$ cat src/rtl/stdp_pkg.sv
`default_nettype none
// ============================================================================
// Module      : stdp_pkg
// Description : Shared types, default constants and the saturating weight
//               update helper for the STDP synapse controller.
// Revision    : 1.0 - initial release
// ============================================================================
package stdp_pkg;

  typedef enum logic [1:0] {
    IDLE  = 2'd0,
    CALC  = 2'd1,
    APPLY = 2'd2
  } stdp_state_t;

  localparam int c_w_init    = 128;
  localparam int c_a_plus    = 16;
  localparam int c_a_minus   = 12;
  localparam int c_tau_shift = 2;
  localparam int c_win       = 64;

  // Operands are widened to 32 bits so neither the sum nor the difference
  // can wrap before the result is clamped into [0, max_v].
  function automatic int unsigned sat_addsub(input int unsigned w,
                                             input int unsigned d,
                                             input logic        sub,
                                             input int unsigned max_v);
    int unsigned r;
    if (sub) begin
      r = (d > w) ? 32'd0 : (w - d);
    end else begin
      r = ((w + d) > max_v) ? max_v : (w + d);
    end
    return r;
  endfunction

endpackage
`default_nettype wire

$ cat src/rtl/spike_timer.sv
`default_nettype none
// ============================================================================
// Module      : spike_timer
// Description : Time-since-last-spike counter. A spike loads 1 and sets the
//               seen bit; otherwise the count saturates upward. Frozen when
//               en is low.
// Revision    : 1.0 - initial release
// ============================================================================
module spike_timer #(
  parameter int TW = 8
) (
  input  logic          clk,
  input  logic          rst,
  input  logic          en,
  input  logic          spike,
  output logic [TW-1:0] t,
  output logic          seen
);

  localparam logic [TW-1:0] c_t_max = '1;

  logic [TW-1:0] r_t;
  logic          r_seen;

  // Load on spike, otherwise saturating increment; everything holds when disabled.
  always_ff @(posedge clk) begin
    if (rst) begin
      r_t    <= c_t_max;
      r_seen <= 1'b0;
    end else if (en) begin
      if (spike) begin
        r_t    <= TW'(1);
        r_seen <= 1'b1;
      end else if (r_t != c_t_max) begin
        r_t    <= r_t + TW'(1);
      end
    end
  end

  assign t    = r_t;
  assign seen = r_seen;

endmodule
`default_nettype wire

$ cat src/rtl/stdp_ctrl.sv
`default_nettype none
// ============================================================================
// Module      : stdp_ctrl
// Description : STDP sequencer for one synapse. Timestamps pre/post spikes,
//               detects causal/anti-causal pairings inside a window and
//               applies a shifted-exponential, saturating weight update.
// Revision    : 1.0 - initial release
// ============================================================================
module stdp_ctrl
  import stdp_pkg::*;
#(
  parameter int TW        = 8,
  parameter int WW        = 8,
  parameter int W_INIT    = c_w_init,
  parameter int A_PLUS    = c_a_plus,
  parameter int A_MINUS   = c_a_minus,
  parameter int TAU_SHIFT = c_tau_shift,
  parameter int WIN       = c_win
) (
  input  logic          clk,
  input  logic          rst,
  input  logic          en,
  input  logic          pre_spike,
  input  logic          post_spike,
  output logic [WW-1:0] weight,
  output logic [TW-1:0] time_diff,
  output logic          update_flag,
  output logic          ltp,
  output logic          busy
);

  localparam logic [TW:0]   c_win_ext   = (TW+1)'(WIN);
  localparam logic [WW-1:0] c_a_plus_w  = WW'(A_PLUS);
  localparam logic [WW-1:0] c_a_minus_w = WW'(A_MINUS);
  localparam int unsigned   c_w_max     = (32'd1 << WW) - 32'd1;

  logic [TW-1:0] w_pre_t, w_post_t;
  logic          w_pre_seen, w_post_seen;
  logic          w_ltp_hit, w_ltd_hit;

  stdp_state_t   r_state, w_next_state;

  logic [TW-1:0] r_dt;
  logic          r_dir;
  logic [WW-1:0] r_delta;
  logic [WW-1:0] r_weight;
  logic [TW-1:0] r_time_diff;
  logic          r_ltp;
  logic          r_update_flag;

  logic [WW-1:0] w_a_sel;
  logic [TW-1:0] w_shift;
  logic [WW-1:0] w_delta;

  spike_timer #(.TW(TW)) u_pre_timer (
    .clk   (clk),
    .rst   (rst),
    .en    (en),
    .spike (pre_spike),
    .t     (w_pre_t),
    .seen  (w_pre_seen)
  );

  spike_timer #(.TW(TW)) u_post_timer (
    .clk   (clk),
    .rst   (rst),
    .en    (en),
    .spike (post_spike),
    .t     (w_post_t),
    .seen  (w_post_seen)
  );

  // A lone spike pairs with the opposite neuron's earlier spike if it falls
  // inside the window; simultaneous spikes are deliberately not a pairing.
  assign w_ltp_hit = en && post_spike && !pre_spike && w_pre_seen &&
                     ({1'b0, w_pre_t} < c_win_ext);
  assign w_ltd_hit = en && pre_spike && !post_spike && w_post_seen &&
                     ({1'b0, w_post_t} < c_win_ext);

  // FSM state register.
  always_ff @(posedge clk) begin
    if (rst) r_state <= IDLE;
    else     r_state <= w_next_state;
  end

  // FSM next state: pairings are only taken in IDLE, so spikes seen while busy are dropped.
  always_comb begin
    w_next_state = r_state;
    case (r_state)
      IDLE:    if (w_ltp_hit || w_ltd_hit) w_next_state = CALC;
      CALC:    w_next_state = APPLY;
      APPLY:   w_next_state = IDLE;
      default: w_next_state = IDLE;
    endcase
  end

  // Exponential approximation: halve the base magnitude every 2^TAU_SHIFT cycles of dt.
  always_comb begin
    w_a_sel = r_dir ? c_a_plus_w : c_a_minus_w;
    w_shift = r_dt >> TAU_SHIFT;
    if (32'(w_shift) >= WW) w_delta = '0;
    else                    w_delta = w_a_sel >> w_shift;
  end

  // Datapath: latch the pairing, register delta/direction, then write the weight.
  always_ff @(posedge clk) begin
    if (rst) begin
      r_dt          <= '0;
      r_dir         <= 1'b0;
      r_delta       <= '0;
      r_weight      <= WW'(W_INIT);
      r_time_diff   <= '0;
      r_ltp         <= 1'b0;
      r_update_flag <= 1'b0;
    end else begin
      r_update_flag <= 1'b0;
      case (r_state)
        IDLE: begin
          if (w_ltp_hit) begin
            r_dt  <= w_pre_t;
            r_dir <= 1'b1;
          end else if (w_ltd_hit) begin
            r_dt  <= w_post_t;
            r_dir <= 1'b0;
          end
        end
        CALC: begin
          r_delta     <= w_delta;
          r_time_diff <= r_dt;
          r_ltp       <= r_dir;
        end
        APPLY: begin
          r_weight      <= WW'(sat_addsub(32'(r_weight), 32'(r_delta), !r_ltp, c_w_max));
          r_update_flag <= 1'b1;
        end
        default: ;
      endcase
    end
  end

  assign weight      = r_weight;
  assign time_diff   = r_time_diff;
  assign update_flag = r_update_flag;
  assign ltp         = r_ltp;
  assign busy        = (r_state != IDLE);

endmodule
`default_nettype wire
$ cat config.mk
export PLATFORM = sky130hd
export DESIGN_NAME = stdp_ctrl
export DESIGN_NICKNAME = d
export VERILOG_FILES = /design/src/rtl/stdp_pkg.sv /design/src/rtl/spike_timer.sv /design/src/rtl/stdp_ctrl.sv
export SDC_FILE = /design/constraint.sdc
export NUM_CORES = 1
export LEC_CHECK = 0
export CAP_MARGIN = 10
export CORE_ASPECT_RATIO = 1.2
export CORE_MARGIN = 3
export CORE_UTILIZATION = 52
export CTS_BUF_LIST = sky130_fd_sc_hd__clkbuf_16
export CTS_CLUSTER_DIAMETER = 150
export DETAILED_ROUTE_END_ITERATION = 8
export GPL_TIMING_DRIVEN = 0
export MAX_ROUTING_LAYER = met4
export PLACE_DENSITY = 0.76
export SLEW_MARGIN = 0
export SYNTH_ARGS = -nofsm -noshare
export SYNTH_HDL_FRONTEND = slang
export SYNTH_SLANG_ARGS = --single-unit
$ cat constraint.sdc
create_clock -name clk -period 1.9 [get_ports clk]
set_input_delay 0.38 -clock clk [delete_from_list [all_inputs] [get_ports clk]]
set_output_delay 0.38 -clock clk [all_outputs]
set_load 0.05 [all_outputs]
==> impl_results.md, run 1 <==
- Die H: 87.6 um
- Num ports: 24
- Combinational share of power: 0.129
- Crit path max-delay family: compound AO/OA/AOI/OAI gates
- Total gr overflow: 0
- Cell Count, Final, Fillers Out: approximately 440
- P_sw: 0.000655 W
- Std-Cell Rows: 29
- Drt first-iter violations: 195
- Setup crit end kind: register
- Power density of the placed cells: 680 mW/mm^2
- Synthesized net count: 353
- Static leakage: 1.44 nW
- Slew headroom: 0.649
- WHS Endpoint: time_diff[1]$_SDFFE_PP0N_
- Setup WS pre-CTS: -0.422 ns
- Status: complete, but fails checks
- R2R depth: 9
- Internal reg-to-reg setup slack: -0.13 ns
- RSZ-0062 raised after global routing: true
- Clock Skews: roughly 0.0077 ns
- # nets final: 393
- Drt wl/cell: ~16 um
- Final worst-path cycle share: 1.07
- Synth warn: 0
- Final ANT Viol Nets: 0
- Worst hold path class: register to register
- Core area: between 0.005 and 0.006 sq mm
- Clock sinks: between 50 and 60
- Final wirelength: slightly below 7 mm
- MaxCap Viol Count: 0
- DRC: 0
- Internal power: 0.00177 W
- Vias per cell: 5.91
- Vias in the first global route: 2,481
- CP Data Required Time: 2.06 ns
- Multi-input gate area: 0.00186 sq mm
- Routed vias: around 2,600
- Clk Latency, worst-skew pair: 0.29 ns
- #FFs+latches synth: 52
- Largest net degree at the start of global routing: 18
- Worst EP arrival: between 2 and 2.5 ns
- CTS Buf Count: 5
- Min-delay src: r_dt[1]$_SDFFE_PP0P_
- Pins Over Slew Limit: 0
- Failing checks: negative setup slack
- Worst Max-Slew Pin Slew: 0.522 ns
- Initial Util: 0.541
- Post-Syn Instances: 334
- Ant diodes: 0
- Fraction of registers with async set/reset: 0
- Max incr delay on CP: 0.38 ns
- VDD IR max: 0.674 mV
- First-pass GRT wire length: 11.5 mm
- CTS tree: built
- DP Area: 0.00322 sq mm
- Hold Fails Final Rpt: 0
- WHS: between 0.4 and 0.5 ns
- Die X: between 70 and 80 um
- Antenna violations before repair: 0
- FF-to-FF End: weight[0]$_SDFFE_PP0P_
- Hold path depth: 2
- Port buffer count: 23
- Worst path slowest cell: dfxtp_2
- Clock Power Share: 0.373
- Routability Congestion: 0.960
- Clk buf depth: 2
- Final instance area: ~0.0036 sq mm
- CTS Root Cell: clkbuf_16
- Final worst setup slack: -0.133 ns
- Net Sw Frac: 0.270
- Fin crit period: 2.03 ns
- Storage element area: 0.00105 sq mm
- Max Freq: 492 MHz
- Clk slew on worst S/H paths: 0.07 ns
- Sequential share of power: 0.498
- Die ar.: about 0.0065 sq mm
- # H-tree levels: 2
- Critical path type: register to register
- Post-route total power: 0.00243 W
- Worst Path Buf+Inv: 2
- Mapped Area: 0.00289 sq mm
- Final setup fails: 7
- Filler instances: 410
- Syn avg cell area: 8.64 sq um
- Area Growth Syn to Fin: 23.7%
- Commonest non-fill, non-tap cell in the layout: dfxtp_1
- Post-synth EDFFs: 0
- Sequential area share after synthesis: 0.361
- Worst r2r src: r_delta[0]$_SDFFE_PP0N_
- DP HPWL: 4.90 mm
- Placed insts: 419
- CP Launch Type: register
- Yosys cell types: 62
- Main flop type after synthesis: dfxtp_1
- Share of cells above drive strength 1: 0.200
- Commonest cells after routing, fill and taps aside: 43 x dfxtp_1, 35 x nand2_1, 31 x nor2_1, 15 x a21oi_1, 15 x clkdlybuf4s50_1
- Worst path cell trace: ha_4 > inv_4 > fa_2 > a211o_1 > o211ai_1 > buf_4 > nand2_1 > o21ai_2 > o32ai_2
- Crit Path Max Fanout: 3
- GRT Total Usage: 0.233
- 1st-pass router iterations: 4
Yosys cell counts (2+ instances only):
library cell / count / area [sq um]
a211o_1: 3 / 26.3
a211oi_1: 6 / 45.0
a21o_1: 14 / 105
a21oi_1: 18 / 90.1
a22oi_1: 3 / 22.5
a311oi_1: 3 / 26.3
a31oi_1: 3 / 18.8
a32oi_1: 4 / 35.0
and2_1: 2 / 12.5
buf_2: 2 / 10.0
clkbuf_1: 12 / 45.0
dfxtp_1: 52 / 1040
fa_1: 2 / 40.0
ha_1: 12 / 150
inv_1: 9 / 33.8
mux2_2: 2 / 22.5
mux2i_1: 6 / 60.1
nand2_1: 38 / 143
nand2b_1: 8 / 50.1
nand3_1: 9 / 45.0
nand4_1: 4 / 25.0
nor2_1: 32 / 120
nor2b_1: 7 / 43.8
nor3_1: 8 / 40.0
nor3b_1: 6 / 45.0
nor4_1: 4 / 25.0
o211ai_1: 4 / 30.0
o21ai_0: 5 / 25.0
o21ai_1: 2 / 10.0
o21bai_1: 2 / 15.0
o32ai_1: 2 / 17.5
or2_2: 3 / 18.8
or3_1: 2 / 12.5
or4_1: 2 / 15.0
xnor2_1: 9 / 78.8
xor2_1: 8 / 70.1
sequential cells by signal, summed over array words and instances (netlist names):
| name | count |
|---|---|
| update_flag | 1 |
| r_dt | 8 |
| r_state | 2 |
| r_dir | 1 |
| ltp | 1 |
| time_diff | 8 |
| weight | 8 |
| u_post_timer.t | 8 |
| u_pre_timer.t | 8 |
| r_delta | 5 |
| u_pre_timer.seen | 1 |
| u_post_timer.seen | 1 |
worst max-delay path by stage:
stage	from	to	slack [ns]	depth (start not counted)
final	r_delta[0]$_SDFFE_PP0N_	weight[0]$_SDFFE_PP0P_	-0.13	9
after global routing	weight[0]$_SDFFE_PP0P_	weight[5]$_SDFFE_PP0P_	-0.24	9
after global placement	rst	r_delta[2]$_SDFFE_PP0N_	-0.38	5
after floorplan	weight[0]$_SDFFE_PP0P_	weight[5]$_SDFFE_PP0P_	-0.09	9
after CTS	weight[0]$_SDFFE_PP0P_	weight[5]$_SDFFE_PP0P_	-0.09	9
after detailed placement	rst	r_state[1]$_SDFFE_PP0P_	-0.42	5
worst register-to-register path: cells and delay by family, from the launching register on:
family	cells	cell delay, ns
buf+inv	2	0.22
compound gates	4	0.76
fa+ha+maj	2	0.49
flops	1	0.38
simple gates	1	0.05
stage by stage:
stage,utilization,setup TNS (ns)
after floorplan,-,-0.101
after global placement,0.605,-8.02
after detailed placement,0.605,-8.72
after CTS,0.651,-0.196
after global routing,0.669,-1.28
final,0.669,-0.506
cells by family (layout without fill, tap and decap cells):
| kind of cell | Yosys count | in the layout | synth area share |
|---|---|---|---|
| buffers and inverters | 26 | 67 | 0.0386 |
| xor gates and xnor gates | 17 | 17 | 0.0516 |
| and+or+nand+nor | 135 | 135 | 0.243 |
| DFF | 52 | 52 | 0.361 |
| AOI/OAI and AO/OA | 82 | 82 | 0.212 |
| muxes | 8 | 8 | 0.0286 |
| adders and majority gates | 14 | 14 | 0.0659 |
per-layer routing:
metal  wire (um)  global-route usage
met4         147               0.104
met1        2990               0.269
met5           0                   -
met2        3530               0.392
met3         258              0.0402
power by group through the flow:
stage          combinational (W)  sequential [W]  clock [W]
2_1_floorplan           0.000232         0.00122          0
3_3_place_gp            0.000296         0.00123          0
3_5_place_dp            0.000306         0.00123          0
4_1_cts                 0.000310         0.00121   0.000927
5_1_grt                 0.000349         0.00121   0.000955
6_report                0.000313         0.00121   0.000906
final cells by class:
cell class              count  share of cell area
clock inverters             3             0.00631
repair buffers             34              0.0876
flip-flops and latches     52               0.295
well taps                  62              0.0217
plain buffers              16              0.0221
inverters                   9              0.0109
clock buffers               5              0.0350
multi-input cells         256               0.521
timing repair:
| item | CTS | global route |
|---|---|---|
| endpoints found under the setup margin | 22 | 27 |
| hold buffers | 0 | 0 |
| resized for setup | 24 | 17 |
| pin swaps | 11 | 12 |
| setup buffers | 8 | 4 |
| cloned | 0 | 0 |
Note: power is estimated with default switching activity, not from simulation.
==> inputs of run 2 (changes only) <==
--- a/config.mk
+++ b/config.mk
@@ -15,6 +15,7 @@
 export GPL_TIMING_DRIVEN = 0
 export MAX_ROUTING_LAYER = met4
 export PLACE_DENSITY = 0.76
+export SKIP_CTS_REPAIR_TIMING = 1
 export SLEW_MARGIN = 0
 export SYNTH_ARGS = -nofsm -noshare
 export SYNTH_HDL_FRONTEND = slang
==> constraint.sdc (replaced) <==
create_clock -name clk -period 1.75 [get_ports clk]
set_input_delay 0.35 -clock clk [delete_from_list [all_inputs] [get_ports clk]]
set_output_delay 0.35 -clock clk [all_outputs]
set_load 0.05 [all_outputs]
==> impl_results.md, run 2 (synthesis gave the netlist of run 1 again) <==
- Drt wl/cell: 16.1 um
- WHS: ~0.45 ns
- Worst path cell trace: inv_4 > ha_4 > inv_2 > fa_2 > a211o_1 > o211ai_1 > a21oi_2 > a32oi_1 > o311ai_1
- Share of cells above drive strength 1: 0.197
- Final ANT Viol Nets: 0
- Die H: 87.6 um
- Worst EP arrival: 2.23 ns
- Core area: 0.00533 sq mm
- Clk slew on worst S/H paths: 0.07 ns
- 1st-pass router iterations: 4
- DP HPWL: 5.05 mm
- Clock Power Share: 0.381
- Vias in the first global route: 2,532
- Worst path slowest cell: dfxtp_4
- Combinational share of power: 0.129
- Clk buf depth: 2
- Met3 WL post-DR: roughly 310 um
- Failing checks: negative setup slack
- Clock Skews: 0.00495 ns
- Num ports: 24
- Final wirelength: ~7 mm
- Internal power: 0.00200 W
- CP Launch Type: register
- Filler instances: ~440
- Routed vias: 2,655
- Max incr delay on CP: 0.36 ns
- # H-tree levels: 2
- DRC: 0
- Clock sinks: 52
- P_sw: 0.000676 W
- Fin crit period: about 2.1 ns
- Die ar.: ~0.0065 sq mm
- Vias per cell: between 6 and 7
- CTS tree: built
- Worst Setup SP: weight[0]$_SDFFE_PP0P_
- VDD IR max: slightly below 0.9 mV
- Std-Cell Rows: 29
- Final setup fails: 8
- Hold path depth: 2
- Worst Max-Slew Pin Slew: approximately 0.57 ns
- Net Sw Frac: 0.252
- Total gr overflow: 0
- CTS Root Cell: clkbuf_16
- Power density of the placed cells: around 730 mW/mm^2
- Die X: between 70 and 80 um
- MaxCap Viol Count: 0
- Sequential share of power: 0.490
- Worst r2r src: weight[0]$_SDFFE_PP0P_
- Worst hold path class: register to register
- Clk Latency, worst-skew pair: 0.28 ns
- CP Data Required Time: 1.91 ns
- Routability Congestion: 0.954
- Post-route total power: between 0.002 and 0.003 W
- Final worst-path cycle share: 1.18
- GRT Total Usage: 0.230
- Setup crit end kind: register
- Port buffer count: 23
- Final worst setup slack: -0.315 ns
- Worst Path Buf+Inv: 2
- CTS Buf Count: 5
- Area Growth Syn to Fin: 26.5%
- Max Freq: 484 MHz
- RSZ-0062 raised after global routing: true
- R2R depth: 9
- FF-to-FF End: weight[5]$_SDFFE_PP0P_
- Critical path type: register to register
- Status: complete, but fails checks
- Crit path max-delay family: compound AO/OA/AOI/OAI gates
- Pins Over Slew Limit: 0
- Top layer used by detailed routing: met4
- Initial Util: 0.541
- Hold Fails Final Rpt: 0
- Commonest non-fill, non-tap cell in the layout: dfxtp_1
- Commonest cells after routing, fill and taps aside: 40 x dfxtp_1, 36 x nand2_1, 31 x nor2_1, 21 x dlymetal6s2s_1, 15 x a21oi_1
- # nets final: 394
- Met2 WL post-DR: 3.68 mm
- Slew headroom: 0.613
- Antenna violations before repair: 0
- Crit path to: weight[5]$_SDFFE_PP0P_
- M1 WL: 2.93 mm
- First-pass GRT wire length: 11.4 mm
- Largest net degree at the start of global routing: 16
- Worst path depth: 9
- Drt first-iter violations: 171
- Static leakage: 1.77 nW
- Crit Path Max Fanout: 4
- Internal reg-to-reg setup slack: -0.31 ns
- Ant diodes: 0
-- run 2: cell count changes in the layout (fill, tap and decap cells not counted), sizes merged --
cell / previous run / this run
clkdlybuf4s50: 15 / 2
dlymetal6s2s: 3 / 21
clkinv: 2 / 1
clkbuf: 17 / 18
dlygate4sd2: 4 / 0
-- run 2: layout make-up --
type	instances	area (sq um)	area share
Clock inverter	2	8.76	0.00240
Clock buffer	6	150	0.0411
Sequential cell	52	1060	0.291
Timing Repair Buffer	34	365	0.100
Multi-Input combinational cell	256	1860	0.509
Inverter	9	36.3	0.00993
Tap cell	62	77.6	0.0212
Buffer	17	92.6	0.0254
-- run 2: worst reg2reg max path, cell delays in order (launching register included) --
cell and delay (ns):
dfxtp_4 0.36, inv_4 0.06, ha_4 0.11, inv_2 0.04
fa_2 0.34, a211o_1 0.32, o211ai_1 0.18, a21oi_2 0.17
a32oi_1 0.25, o311ai_1 0.12
-- run 2: metrics by stage --
| stage | utilization | instance area (sq um) | setup WS, ns | TNS (ns) | instances |
|---|---|---|---|---|---|
| floorplan | - | 2920 | -0.238 | -0.981 | 334 |
| global placement | 0.605 | 3230 | -0.477 | -13.06 | 419 |
| detailed placement | 0.605 | 3230 | -0.505 | -14.11 | 419 |
| CTS | 0.635 | 3390 | -0.460 | -6.72 | 427 |
| global route | 0.685 | 3650 | -0.421 | -2.77 | 438 |
| finish | 0.685 | 3650 | -0.315 | -1.99 | 438 |
-- run 2: how the worst min path moves through the flow --
stage / from / slack, ns / endpoint
after floorplan: u_post_timer.seen$_SDFFE_PP0P_ / 0.43 / u_post_timer.seen$_SDFFE_PP0P_
after global placement: r_dt[0]$_SDFFE_PP0P_ / 0.44 / time_diff[0]$_SDFFE_PP0N_
after detailed placement: time_diff[6]$_SDFFE_PP0N_ / 0.45 / time_diff[6]$_SDFFE_PP0N_
after CTS: time_diff[6]$_SDFFE_PP0N_ / 0.46 / time_diff[6]$_SDFFE_PP0N_
after global routing: time_diff[4]$_SDFFE_PP0N_ / 0.48 / time_diff[4]$_SDFFE_PP0N_
final: time_diff[6]$_SDFFE_PP0N_ / 0.45 / time_diff[6]$_SDFFE_PP0N_
-- run 2: power groups by stage --
stage / clock (W) / combinational (W) / sequential, W
global route: 0.00108 / 0.000386 / 0.00132
CTS: 0.00104 / 0.000329 / 0.00131
floorplan: 0 / 0.000252 / 0.00133
finish: 0.00102 / 0.000345 / 0.00131
global placement: 0 / 0.000320 / 0.00133
detailed placement: 0 / 0.000327 / 0.00134
-- run 2: metal layers --
| layer | vias up | global-route usage |
|---|---|---|
| li1 | 1290 | - |
| met1 | 1277 | 0.267 |
| met2 | 71 | 0.402 |
| met3 | 17 | 0.0344 |
| met4 | 0 | 0.0758 |
| met5 | - | - |
==> inputs of run 3 (changes only) <==
--- a/config.mk
+++ b/config.mk
@@ -5,10 +5,11 @@
 export SDC_FILE = /design/constraint.sdc
 export NUM_CORES = 1
 export LEC_CHECK = 0
+export ABC_AREA = 1
 export CAP_MARGIN = 10
 export CORE_ASPECT_RATIO = 1.2
 export CORE_MARGIN = 3
-export CORE_UTILIZATION = 52
+export CORE_UTILIZATION = 53
 export CTS_BUF_LIST = sky130_fd_sc_hd__clkbuf_16
 export CTS_CLUSTER_DIAMETER = 150
 export DETAILED_ROUTE_END_ITERATION = 8
==> impl_results.md, run 3 <==
- Final worst setup slack: -0.132 ns
- Pins Over Slew Limit: 0
- Yosys cell types: 36
- Worst hold path class: primary input to register
- CP Launch Type: register
- Worst EP arrival: 2.06 ns
- Most frequent cells after synthesis: 88 x nand2_1, 61 x nor2_1, 52 x dfxtp_1
- Worst Max-Slew Pin Slew: 0.608 ns
- Share of cells above drive strength 1: 0.196
- Synthesized net count: 461
- CTS tree: built
- Num ports: 24
- Sequential area share after synthesis: 0.342
- Final instance area: 0.00380 sq mm
- Internal power: 0.00187 W
- Sequential share of power: 0.504
- Mapped Area: 0.00305 sq mm
- Final wirelength: between 7 and 8 mm
- Setup crit end kind: register
- Routed vias: 2,937
- Vias per cell: 5.43
- Most frequent cell after synthesis: nand2_1
- Drt first-iter violations: 122
- Failing checks: negative setup slack
- Clk Latency, worst-skew pair: 0.29 ns
- Synth warn: 0
- Synth area leaders: dfxtp_1 34%, nand2_1 11%, nor2_1 7.5%
- Yosys top cell by area: dfxtp_1
- Fraction of registers with async set/reset: 0
- Commonest cells after routing, fill and taps aside: 81 x nand2_1, 57 x nor2_1, 47 x inv_1, 41 x dfxtp_1, 34 x o21ai_0
- Post-Syn Instances: 442
- Clk buf depth: 2
- Critical path type: register to register
- Power density of the placed cells: around 660 mW/mm^2
- CTS Root Cell: clkbuf_16
- Total gr overflow: 0
- DRC: 0
- MaxCap Viol Count: 0
- Combinational share of power: 0.126
- Final ANT Viol Nets: 0
- Core area: 0.00544 sq mm
- Antenna violations before repair: 0
- Main flop type after synthesis: dfxtp_1
- Commonest non-fill, non-tap cell in the layout: nand2_1
- GRT Total Usage: 0.236
- Final setup fails: 8
- Largest net degree at the start of global routing: 16
- DP Area: 0.00336 sq mm
- # nets final: 497
- Drt wl/cell: 13.9 um
- Clock Skews: between 0.005 and 0.006 ns
- Final worst-path cycle share: 1.08
- Fin crit period: 1.88 ns
- Status: complete, but fails checks
- Net Sw Frac: 0.262
- Yosys top cell area share: 0.342
- CP Data Required Time: 1.93 ns
- Port buffer count: 22
- Routability Congestion: approximately 0.90
- Worst path slowest cell: fa_2
- # H-tree levels: 2
- Vias in the first global route: 2,632
- Std-Cell Rows: 29
- Post-synth EDFFs: 0
- Die H: ~90 um
- 1st-pass router iterations: 4
- P_sw: roughly 0.00066 W
- Die X: between 70 and 80 um
- Clk slew on worst S/H paths: 0.07 ns
- First-pass GRT wire length: 11.9 mm
- RSZ-0062 raised after global routing: true
- Syn avg cell area: 6.90 sq um
- Worst path cell trace: inv_4 > ha_4 > inv_4 > fa_2 > nand3_2 > nand2_2 > nand2_4 > nand2_4 > nand2_8 > buf_4 > o21ai_2 > nor2_1 > nor2_1
- Clock sinks: 52
- Initial Util: 0.560
- Area Growth Syn to Fin: 24.8%
- Static leakage: approximately 2.1 nW
- Crit Path Max Fanout: 5
- #FFs+latches synth: 52
- Hold Fails Final Rpt: 0
- Die ar.: roughly 0.0067 sq mm
- Max Freq: 531 MHz
- Setup WS pre-CTS: -0.239 ns
- VDD IR max: 0.573 mV
- DP HPWL: 5.56 mm
- Ant diodes: 0
- Slew headroom: 0.595
- Internal reg-to-reg setup slack: -0.13 ns
- CTS Buf Count: 5
- Max incr delay on CP: 0.38 ns
- Clock Power Share: 0.370
[run 3: cell types whose count changed in the layout (fill, tap and decap cells not counted), sizes merged, moves of 7 or more]
| cell | previous run | this run |
|---|---|---|
| a211oi | 7 | 0 |
| a21o | 14 | 0 |
| inv | 10 | 56 |
| nand2 | 40 | 99 |
| nand2b | 8 | 0 |
| nand3 | 10 | 27 |
| nand4 | 4 | 11 |
| nor2 | 32 | 63 |
| nor2b | 7 | 0 |
| o211ai | 4 | 12 |
| o21ai | 7 | 46 |
| xnor2 | 9 | 2 |
[run 3: path summary, 6_finish.rpt]
path | cells past startpoint | end | start
setup / recovery | 13 | weight[2]$_SDFFE_PP0P_ | weight[0]$_SDFFE_PP0P_
hold reg to reg | 2 | u_post_timer.seen$_SDFFE_PP0P_ | u_post_timer.seen$_SDFFE_PP0P_
setup reg to reg | 13 | weight[2]$_SDFFE_PP0P_ | weight[0]$_SDFFE_PP0P_
hold / removal | 2 | weight[0]$_SDFFE_PP0P_ | rst
[run 3: power groups by stage]
stage | clock network, W | registers, W | logic, W
final | 0.000935 | 0.00127 | 0.000318
after global routing | 0.00101 | 0.00128 | 0.000361
after CTS | 0.000952 | 0.00127 | 0.000317
after detailed placement | 0 | 0.00130 | 0.000314
after global placement | 0 | 0.00130 | 0.000305
after floorplan | 0 | 0.00129 | 0.000246
[run 3: logic make-up (layout without fill, tap and decap cells)]
| kind of cell | count (synthesis) | in the layout | share of synthesized area |
|---|---|---|---|
| AND/OR/NAND/NOR | 213 | 213 | 0.307 |
| AO/OA/AOI/OAI | 85 | 85 | 0.170 |
| buffers and inverters | 69 | 106 | 0.0932 |
| flip-flops | 52 | 52 | 0.342 |
| adder cells (fa/ha/maj) | 14 | 14 | 0.0624 |
| XOR/XNOR | 9 | 9 | 0.0259 |
[run 3: worst max-delay path: cells and delay by family (launching register included)]
| family | cells | cell delay, ns |
|---|---|---|
| buf+inv | 3 | 0.23 |
| simple gates | 7 | 0.62 |
| flops | 1 | 0.37 |
| fa+ha+maj | 2 | 0.51 |
| compound gates | 1 | 0.04 |
[run 3: per-stage QoR]
step	TNS [ns]	util	hold slack, ns	total power [W]	cells
finish	-0.612	0.699	0.334	0.00253	541
global route	-1.19	0.699	0.343	0.00265	541
CTS	-2.57	0.643	0.346	0.00254	534
detailed placement	-2.92	0.618	0.453	0.00161	526
global placement	-2.60	0.618	0.448	0.00160	526
floorplan	0	-	0.436	0.00154	442
[run 3: final cells by class]
| class | count | area, sq um |
|---|---|---|
| Tap cell | 62 | 77.6 |
| Clock inverter | 3 | 15.0 |
| Clock buffer | 5 | 125 |
| Fill cell | 467 | 1640 |
| Multi-Input combinational cell | 321 | 1900 |
| Inverter | 56 | 223 |
| Buffer | 12 | 72.6 |
| Timing Repair Buffer | 30 | 339 |
| Sequential cell | 52 | 1060 |
[run 3: layer usage]
metal | vias to the layer above | global-route usage | wire, um
met1 | 1368 | 0.254 | 3040
met3 | 11 | 0.0315 | 199
li1 | 1510 | - | -
met5 | - | - | 0
met2 | 48 | 0.442 | 4150
met4 | 0 | 0.0731 | 119
